## src/rtl/uart_pkg.sv

```systemverilog
// Shared types and defaults for the UART receive path.
package uart_pkg;

  // PARITY is only reachable when the receiver is built with UART_RX_PARITY_EN.
  typedef enum logic [2:0] {
    IDLE   = 3'd0,
    START  = 3'd1,
    DATA   = 3'd2,
    PARITY = 3'd3,
    STOP   = 3'd4
  } rx_state_t;

  localparam int DATA_BITS_DEF  = 8;
  localparam int OVS_FACTOR_DEF = 16;

endpackage

```

## src/rtl/bit_sync.sv

```systemverilog
// Multi-flop synchroniser for one asynchronous input; the reset value should
// match the line's idle level so reset never fabricates an edge.
module bit_sync #(
  parameter int   STAGES    = 2,
  parameter logic RESET_VAL = 1'b1
) (
  input  logic clk,
  input  logic reset,
  input  logic d_i,
  output logic q_o
);

  if (STAGES < 2) begin : g_bad_stages
    $fatal(1, "bit_sync: STAGES must be at least 2");
  end

  logic [STAGES-1:0] sync_q;

  always_ff @(posedge clk) begin
    if (reset) begin
      sync_q <= {STAGES{RESET_VAL}};
    end else begin
      sync_q <= {sync_q[STAGES-2:0], d_i};
    end
  end

  assign q_o = sync_q[STAGES-1];

endmodule

```

## src/rtl/uart_rx.sv

```systemverilog
// 16x-oversampled UART receiver with a one-entry valid/ready holding register.
// Optional parity checking is built in when UART_RX_PARITY_EN is defined.
module uart_rx
  import uart_pkg::*;
#(
  parameter int DATA_BITS   = DATA_BITS_DEF,
  parameter int OVS_FACTOR  = OVS_FACTOR_DEF,
  parameter int SYNC_STAGES = 2
`ifdef UART_RX_PARITY_EN
  ,
  parameter logic PARITY_ODD = 1'b0
`endif
) (
  input  logic                 clk,
  input  logic                 reset,
  input  logic                 tick_16x,
  input  logic                 rx,
  output logic [DATA_BITS-1:0] rx_data,
  output logic                 rx_valid,
  input  logic                 rx_ready,
  output logic                 frame_err,
  output logic                 overrun,
`ifdef UART_RX_PARITY_EN
  output logic                 parity_err,
`endif
  output logic                 busy,
  output logic [2:0]           dbg_state
);

  if (OVS_FACTOR < 4 || (OVS_FACTOR & (OVS_FACTOR - 1)) != 0) begin : g_bad_ovs
    $fatal(1, "uart_rx: OVS_FACTOR must be a power of 2 and at least 4");
  end
  if (DATA_BITS < 5 || DATA_BITS > 9) begin : g_bad_bits
    $fatal(1, "uart_rx: DATA_BITS must be in 5..9");
  end
  if (SYNC_STAGES < 2) begin : g_bad_sync
    $fatal(1, "uart_rx: SYNC_STAGES must be at least 2");
  end

  localparam int CW = $clog2(OVS_FACTOR);
  localparam int BW = $clog2(DATA_BITS + 1);

  localparam logic [CW-1:0] TICK_HALF = CW'(OVS_FACTOR / 2 - 1);
  localparam logic [CW-1:0] TICK_LAST = CW'(OVS_FACTOR - 1);
  localparam logic [BW-1:0] BIT_LAST  = BW'(DATA_BITS - 1);

  logic rx_s;
  logic rx_s_d_q;

  rx_state_t state_q, state_d;
  logic [CW-1:0]        tick_q, tick_d;
  logic [BW-1:0]        bit_q, bit_d;
  logic [DATA_BITS-1:0] shift_q, shift_d;
  logic [DATA_BITS-1:0] data_q, data_d;
  logic                 valid_q, valid_d;
  logic                 ferr_q, ferr_d;
  logic                 ovr_q, ovr_d;
`ifdef UART_RX_PARITY_EN
  logic                 par_q, par_d;
  logic                 perr_q, perr_d;
  logic                 par_ok;

  assign par_ok = ((^shift_q) ^ par_q) == PARITY_ODD;
`endif

  bit_sync #(
    .STAGES    (SYNC_STAGES),
    .RESET_VAL (1'b1)
  ) u_rx_sync (
    .clk   (clk),
    .reset (reset),
    .d_i   (rx),
    .q_o   (rx_s)
  );

  always_ff @(posedge clk) begin
    if (reset) begin
      rx_s_d_q <= 1'b1;
      state_q  <= IDLE;
      tick_q   <= '0;
      bit_q    <= '0;
      shift_q  <= '0;
      data_q   <= '0;
      valid_q  <= 1'b0;
      ferr_q   <= 1'b0;
      ovr_q    <= 1'b0;
`ifdef UART_RX_PARITY_EN
      par_q    <= 1'b0;
      perr_q   <= 1'b0;
`endif
    end else begin
      rx_s_d_q <= rx_s;
      state_q  <= state_d;
      tick_q   <= tick_d;
      bit_q    <= bit_d;
      shift_q  <= shift_d;
      data_q   <= data_d;
      valid_q  <= valid_d;
      ferr_q   <= ferr_d;
      ovr_q    <= ovr_d;
`ifdef UART_RX_PARITY_EN
      par_q    <= par_d;
      perr_q   <= perr_d;
`endif
    end
  end

  // Holding register handshake: a word transfers on any clk edge where
  // rx_valid && rx_ready; rx_data is frozen while rx_valid is high, and a
  // completing frame may reload it in the same cycle the old word transfers.
  always_comb begin
    state_d = state_q;
    tick_d  = tick_q;
    bit_d   = bit_q;
    shift_d = shift_q;
    data_d  = data_q;
    valid_d = valid_q && !rx_ready;
    ferr_d  = 1'b0;
    ovr_d   = 1'b0;
`ifdef UART_RX_PARITY_EN
    par_d   = par_q;
    perr_d  = 1'b0;
`endif

    case (state_q)
      IDLE: begin
        // Edge detect runs every clk so a low-held line cannot retrigger.
        if (rx_s_d_q && !rx_s) begin
          state_d = START;
          tick_d  = '0;
        end
      end

      START: begin
        if (tick_16x) begin
          if (tick_q == TICK_HALF) begin
            tick_d  = '0;
            bit_d   = '0;
            state_d = rx_s ? IDLE : DATA;
          end else begin
            tick_d = tick_q + 1'b1;
          end
        end
      end

      DATA: begin
        if (tick_16x) begin
          tick_d = tick_q + 1'b1;
          if (tick_q == TICK_LAST) begin
            shift_d = {rx_s, shift_q[DATA_BITS-1:1]};
            bit_d   = bit_q + 1'b1;
            if (bit_q == BIT_LAST) begin
              bit_d   = '0;
`ifdef UART_RX_PARITY_EN
              state_d = PARITY;
`else
              state_d = STOP;
`endif
            end
          end
        end
      end

`ifdef UART_RX_PARITY_EN
      PARITY: begin
        if (tick_16x) begin
          tick_d = tick_q + 1'b1;
          if (tick_q == TICK_LAST) begin
            par_d   = rx_s;
            state_d = STOP;
          end
        end
      end
`endif

      STOP: begin
        if (tick_16x) begin
          tick_d = tick_q + 1'b1;
          // Finishing at mid-stop leaves half a bit to catch the next start edge.
          if (tick_q == TICK_LAST) begin
            state_d = IDLE;
            if (!rx_s) begin
              ferr_d = 1'b1;
`ifdef UART_RX_PARITY_EN
            end else if (!par_ok) begin
              perr_d = 1'b1;
`endif
            end else if (valid_q && !rx_ready) begin
              ovr_d = 1'b1;
            end else begin
              data_d  = shift_q;
              valid_d = 1'b1;
            end
          end
        end
      end

      default: begin
        state_d = IDLE;
      end
    endcase
  end

  assign rx_data   = data_q;
  assign rx_valid  = valid_q;
  assign frame_err = ferr_q;
  assign overrun   = ovr_q;
`ifdef UART_RX_PARITY_EN
  assign parity_err = perr_q;
`endif
  assign busy      = (state_q != IDLE);
  assign dbg_state = state_q;

endmodule

```

## config.mk

```make
export PLATFORM = sky130hd
export DESIGN_NAME = uart_rx
export DESIGN_NICKNAME = d
export VERILOG_FILES = /design/src/rtl/uart_pkg.sv /design/src/rtl/bit_sync.sv /design/src/rtl/uart_rx.sv
export SDC_FILE = /design/constraint.sdc
export NUM_CORES = 1
export LEC_CHECK = 0
export ABC_CLOCK_PERIOD_IN_PS = 2050
export CORE_MARGIN = 3
export CORE_UTILIZATION = 36
export DETAILED_ROUTE_END_ITERATION = 16
export SYNTH_ARGS = -nofsm -noshare
export SYNTH_HDL_FRONTEND = slang
export SYNTH_SLANG_ARGS = --single-unit
```

## constraint.sdc

```tcl
create_clock -name clk -period 2.05 [get_ports clk]
set_input_delay 0.3075 -clock clk [delete_from_list [all_inputs] [get_ports clk]]
set_output_delay 0.3075 -clock clk [all_outputs]
set_load 0.02 [all_outputs]
```

==> impl_metrics.json, run 1 <==
{
  "ant_nets": 0,
  "grt-ovfl-total": 0,
  "die_x_um": 70.2,
  "cts_resized": 0,
  "viasPerCell": 5.15,
  "yosys.area.top_type": "dfxtp_1",
  "peakVddDrop_uv": 494,
  "drc": 0,
  "cts_tree": "yes",
  "h-tree-depth": 2,
  "routedWlPerCell_um": 13.3,
  "synth.distinct_cells": 36,
  "syn_inst": 164,
  "grt_pass1_wl_mm": 5.78,
  "r2r_cells": 6,
  "core-area_mm2": 0.00380,
  "antenna_cells": 0,
  "vias": 1242,
  "start_util_pct": 39.0,
  "instances_no_fill": 241,
  "post-cts-setup-buffers": 0,
  "p_leak_nw": 0.772,
  "yosysWarnings": 0,
  "synth_ff_type": "dfxtp_1",
  "required_ns": 2.25,
  "dp_cells": 233,
  "clock_latency_ns": 0.28,
  "port_buffers": 19,
  "grt_util_all_layers_pct": 14.7,
  "die_h_um": 70.2,
  "critPathBufInv": 1,
  "dpl.hpwl_mm": 2.34,
  "drive_above_1_share_pct": 14.5,
  "antenna_found_initial": 0,
  "first_global_vias": 1223,
  "async_flop_share_pct": 0,
  "worstSetupPathType": "reg -> reg",
  "synth-seq-cells": 33,
  "cp_top_family": "simple AND/OR/NAND/NOR gates",
  "clockBufferDepth": 2,
  "fin_total_pwr_mw": 1.41,
  "cp_cell_sequence": "ha_1, and3_1, buf_4, o211ai_1, or3_1, a21oi_1",
  "hp-start": "u_rx_sync.sync_q[0]",
  "grt_max_degree": 17,
  "hold_path_depth": 1,
  "status": "complete, no violations",
  "drtPass1Iterations": 4,
  "critPathMaxStageDelay_ns": 0.40,
  "clkTransAtPathRegs_ns": 0.07,
  "drv_cap": 0,
  "ys_top_cells_by_area": "dfxtp_1, mux2i_1, nor2_1, a21oi_1, nand2b_1",
  "max_freq_ghz": 0.543,
  "synth_top_area_share_pct": 44.6,
  "dr.first_iter.drc_count": 33,
  "min_period_ns": 1.84,
  "fin_nets": 199,
  "setup_viol": 0,
  "finalCritPeriodShare_pct": 89.8,
  "syn_area_per_cell_um2": 9.03,
  "syn_area_mm2": 0.00148,
  "pin_count": 20,
  "clock-skew-final_ns": 0.00484,
  "worst_path_max_delay_cell": "or3_1",
  "rows": 22,
  "clock-root-buffer": "clkbuf_8",
  "reg2reg_from": "tick_q[0]",
  "cts_hold_buffers": 0,
  "synth-edff-count": 0,
  "end_kind": "flop",
  "min_to": "u_rx_sync.sync_q[1]",
  "fin_util_pct": 50.3,
  "syn_to_final_growth_pct": 29.1,
  "relSlewSlack_pct": 62.5,
  "finalSetupTns_ns": 0,
  "critPathMaxFanout": 6,
  "cts_sinks": 33,
  "crit_arrival_ns": 2.04,
  "wirelength_mm": 3.20,
  "synth_nets": 171,
  "min_path_type": "reg -> reg",
  "tightest_slew_ns": 0.559,
  "startpoint_type": "flop",
  "hold_viol": 0,
  "cp.depth": 6,
  "drv_slew": 0,
  "dieArea_mm2": 0.00492,
  "rrSetupSlack_ns": 0.21,
  "r2r-end": "bit_q[2]",
  "ys_seq_area_share_pct": 44.6,
  "numCtsBuffers": 5,
  "pwr_density_cell_mw_per_mm2": 735,
  "gp_congestion": 0.820,
  "rsz0062_at_grt": "false"
}
## Yosys cell counts (all sizes together) (2+ instances only)
library cell   n
and3           3
buf            4
nor3           2
o21ai          5
or2            3
ha             2
nor3b          5
a31oi          2
or3b           2
nor2          27
clkbuf         6
nand2          8
nor2b          3
inv            3
a21oi          8
nand3          4
or3            3
nand4          2
dfxtp         33
o211ai         2
a22oi          2
nand3b         2
nand2b         5
mux2i         20
## layout make-up
class                   instances  area [um2]
fillers                       354        1890
multi-input cells             118         767
flip-flops and latches         33         662
repair buffers                 31         295
clock buffers                   7        86.3
well taps                      48        60.1
clock inverters                 1        30.0
inverters                       3        11.3
## cell families after synthesis
group	count (synthesis)	synth area share, %
compound gates	25	11.5
fa+ha+maj	2	1.69
buf+inv	13	3.63
flops	33	44.6
mux	20	13.5
simple gates	71	25.1
## power by group
part	leakage (nW)	total [mW]	switching, mW	internal (mW)
Sequential	0.267	0.663	0.0143	0.649
Clock	0.0585	0.621	0.225	0.396
Combinational	0.447	0.122	0.0601	0.0615
## state kept, by name (all words and copies together), names as in the netlist
signal            count
frame_err             1
rx_s_d_q              1
rx_valid              1
dbg_state             3
rx_data               8
u_rx_sync.sync_q      2
tick_q                4
overrun               1
bit_q                 4
shift_q               8
## cell usage in the layout (no fill, tap or decap), types with 2 or more instances in the layout
cell type / count
a21oi_1: 7
nand3_1: 4
nand4_1: 2
nor2_1: 27
clkbuf_8: 6
nand2_1: 8
or2_2: 3
and3_1: 3
o21ai_0: 3
nand2b_1: 5
clkdlybuf4s50_1: 18
nand3b_1: 2
o211ai_1: 2
inv_1: 3
or3_1: 3
ha_1: 2
a31oi_1: 2
nor2b_1: 3
dfxtp_1: 32
a22oi_1: 2
mux2i_1: 20
nor3_1: 2
buf_4: 11
nor3b_1: 4
o21ai_1: 2
## worst reg2reg max path, stage by stage (launching register included)
cell and delay [ns]:
dfxtp_1 0.38, ha_1 0.27, and3_1 0.22, buf_4 0.15
o211ai_1 0.19, or3_1 0.40, a21oi_1 0.17
## stage by stage
step | hold WS, ns | instance area, um2 | setup WS, ns
5_1_grt | 0.431 | 1910 | 0.0181
4_1_cts | 0.425 | 1910 | 0.00537
2_1_floorplan | 0.389 | 1480 | 0.201
6_report | 0.417 | 1910 | 0.210
3_3_place_gp | 0.397 | 1790 | 0.00696
3_5_place_dp | 0.408 | 1790 | -0.0437
## metal layers
| layer | part of all wire [%] | global-route usage [%] |
|---|---|---|
| met5 | 0 | 0 |
| met4 | 1.4 | 5.11 |
| met3 | 3.3 | 4.89 |
| met2 | 48 | 24.2 |
| met1 | 47 | 18.0 |
## worst max path at each step
stage / startpoint / to / slack (ns)
6_report: tick_q[0] / bit_q[2] / 0.21
5_1_grt: tick_q[0] / bit_q[2] / 0.02
4_1_cts: dbg_state[0] / busy / 0.005
3_5_place_dp: tick_16x / tick_q[3] / -0.04
3_3_place_gp: tick_16x / tick_q[3] / 0.007
2_1_floorplan: dbg_state[1] / tick_q[3] / 0.20
Note: power is estimated with default switching activity, not from simulation.
==> inputs of run 2 (changes only) <==
--- a/config.mk
+++ b/config.mk
@@ -9,6 +9,7 @@
 export CORE_MARGIN = 3
 export CORE_UTILIZATION = 36
 export DETAILED_ROUTE_END_ITERATION = 16
+export PLACE_DENSITY = 0.65
 export SYNTH_ARGS = -nofsm -noshare
 export SYNTH_HDL_FRONTEND = slang
 export SYNTH_SLANG_ARGS = --single-unit
==> impl_metrics.json, run 2 (synthesis results as in run 1) <==
{
  "worstSetupPathType": "reg -> out",
  "start_util_pct": 39.0,
  "fill_cells": 364,
  "pin_count": 20,
  "cts_resized": 0,
  "crit_arrival_ns": 1.60,
  "gp_congestion": 0.886,
  "port_buffers": 19,
  "setup_viol": 0,
  "tightest_slew_ns": 0.475,
  "core-area_mm2": 0.00380,
  "antenna_found_initial": 0,
  "post-cts-setup-buffers": 0,
  "vias": 1207,
  "power_frac_comb_pct": 9.6,
  "die_h_um": 70.2,
  "drive_above_1_share_pct": 13.0,
  "drv_slew": 0,
  "antenna_cells": 0,
  "worst_path_max_delay_cell": "clkdlybuf4s50_1",
  "clock_latency_ns": 0.28,
  "seqPwrFrac_pct": 53.7,
  "finalCritPeriodShare_pct": 93.0,
  "routedWlPerCell_um": 11.9,
  "rrSetupSlack_ns": 0.21,
  "drv_cap": 0,
  "h-tree-depth": 2,
  "ff_latch_area_um2": 662,
  "peakVddDrop_uv": 461,
  "clock-root-buffer": "clkbuf_8",
  "placed_area_mm2": 0.00177,
  "clockBufferDepth": 2,
  "p_switching_mw": 0.284,
  "min_path_type": "reg -> reg",
  "min_period_ns": 1.91,
  "rows": 22,
  "required_ns": 1.74,
  "cts_tree": "yes",
  "dr.first_iter.drc_count": 52,
  "critPathMaxFanout": 11,
  "finalSetupTns_ns": 0,
  "switching_share_pct": 23.0,
  "dpl.hpwl_mm": 2.10,
  "p_leak_nw": 0.732,
  "p_int_mw": 0.951,
  "pwr_density_cell_mw_per_mm2": 667,
  "rsz0062_at_grt": "false",
  "startpoint_type": "flop",
  "cts_hold_buffers": 0,
  "instances_no_fill": 240,
  "final_cell_mix": "dfxtp_1, nor2_1, mux2i_1",
  "relSlewSlack_pct": 68.3,
  "viasPerCell": 5.03,
  "grt_util_all_layers_pct": 12.4,
  "cts_sinks": 33,
  "max_freq_ghz": 0.525,
  "drc": 0,
  "p_clk_share_pct": 36.7,
  "multi_input_area_um2": 767,
  "fin_total_pwr_mw": 1.24,
  "dp_cells": 232,
  "dieArea_mm2": 0.00492,
  "first_global_vias": 1111,
  "fin_ws_ns": 0.144,
  "numCtsBuffers": 5,
  "status": "complete, no violations",
  "grt-ovfl-total": 0,
  "final_common_cell": "dfxtp_1",
  "drtPass1Iterations": 4,
  "wirelength_mm": 2.86,
  "final_area_mm2": 0.00185,
  "critPathMaxStageDelay_ns": 0.53,
  "grt_max_degree": 20,
  "fin_nets": 198,
  "grt_pass1_wl_mm": 4.89,
  "syn_to_final_growth_pct": 25.1,
  "place_ws_ns": -0.0605,
  "clkTransAtPathRegs_ns": 0.06,
  "hold_viol": 0,
  "die_x_um": 70.2,
  "cp_cell_sequence": "buf_4, nor3_1, inv_1, clkdlybuf4s50_1",
  "ant_nets": 0,
  "end_kind": "output port",
  "clock-skew-final_ns": 0.00356
}
## run 2: cell count changes in the layout (fill, tap and decap cells not counted)
| cell | previous run | this run |
|---|---|---|
| clkbuf_1 | 1 | 3 |
| clkbuf_8 | 6 | 5 |
| bufinv_16 | 1 | 0 |
| clkdlybuf4s50_1 | 18 | 19 |
| dlymetal6s2s_1 | 1 | 0 |
| buf_12 | 1 | 0 |
## run 2: per-stage QoR
step / hold slack [ns] / utilization, %
3_3_place_gp: 0.393 / 46.6
5_1_grt: 0.438 / 48.8
6_report: 0.411 / 48.8
3_5_place_dp: 0.400 / 46.6
4_1_cts: 0.415 / 48.7
2_1_floorplan: 0.389 / -
## run 2: final timing paths
path	startpoint	endpoint	depth (start not counted)
setup / recovery	dbg_state[2]	busy	4
hold / removal	u_rx_sync.sync_q[0]	u_rx_sync.sync_q[1]	1
setup reg to reg	dbg_state[1]	rx_data[0]	6
hold reg to reg	u_rx_sync.sync_q[0]	u_rx_sync.sync_q[1]	1
## run 2: critical path: cells and delay by family (launching register included)
kind / cells / cell delay, ns
buffers and inverters: 3 / 0.76
and+or+nand+nor: 1 / 0.25
DFF: 1 / 0.31
## run 2: final cells by class
type,count,area share [%]
Clock buffer,8,4.32
Inverter,3,0.608
Multi-Input combinational cell,118,41.4
Sequential cell,33,35.7
Tap cell,48,3.24
Timing Repair Buffer,30,14.7
## run 2: layer usage
layer	share of wire, %	vias to the layer above	wire [um]	global-route usage [%]
met5	0	-	0	0
met1	51	561	1460	15.7
met2	44	13	1260	18.6
met3	4.1	2	118	5.61
li1	-	631	-	-
met4	0.66	0	19	4.47
## run 2: power groups by stage
stage / combinational, mW / clock (mW) / sequential, mW
2_1_floorplan: 0.0762 / 0 / 0.673
3_3_place_gp: 0.118 / 0 / 0.676
6_report: 0.119 / 0.453 / 0.663
3_5_place_dp: 0.120 / 0 / 0.676
4_1_cts: 0.120 / 0.469 / 0.662
5_1_grt: 0.129 / 0.506 / 0.664
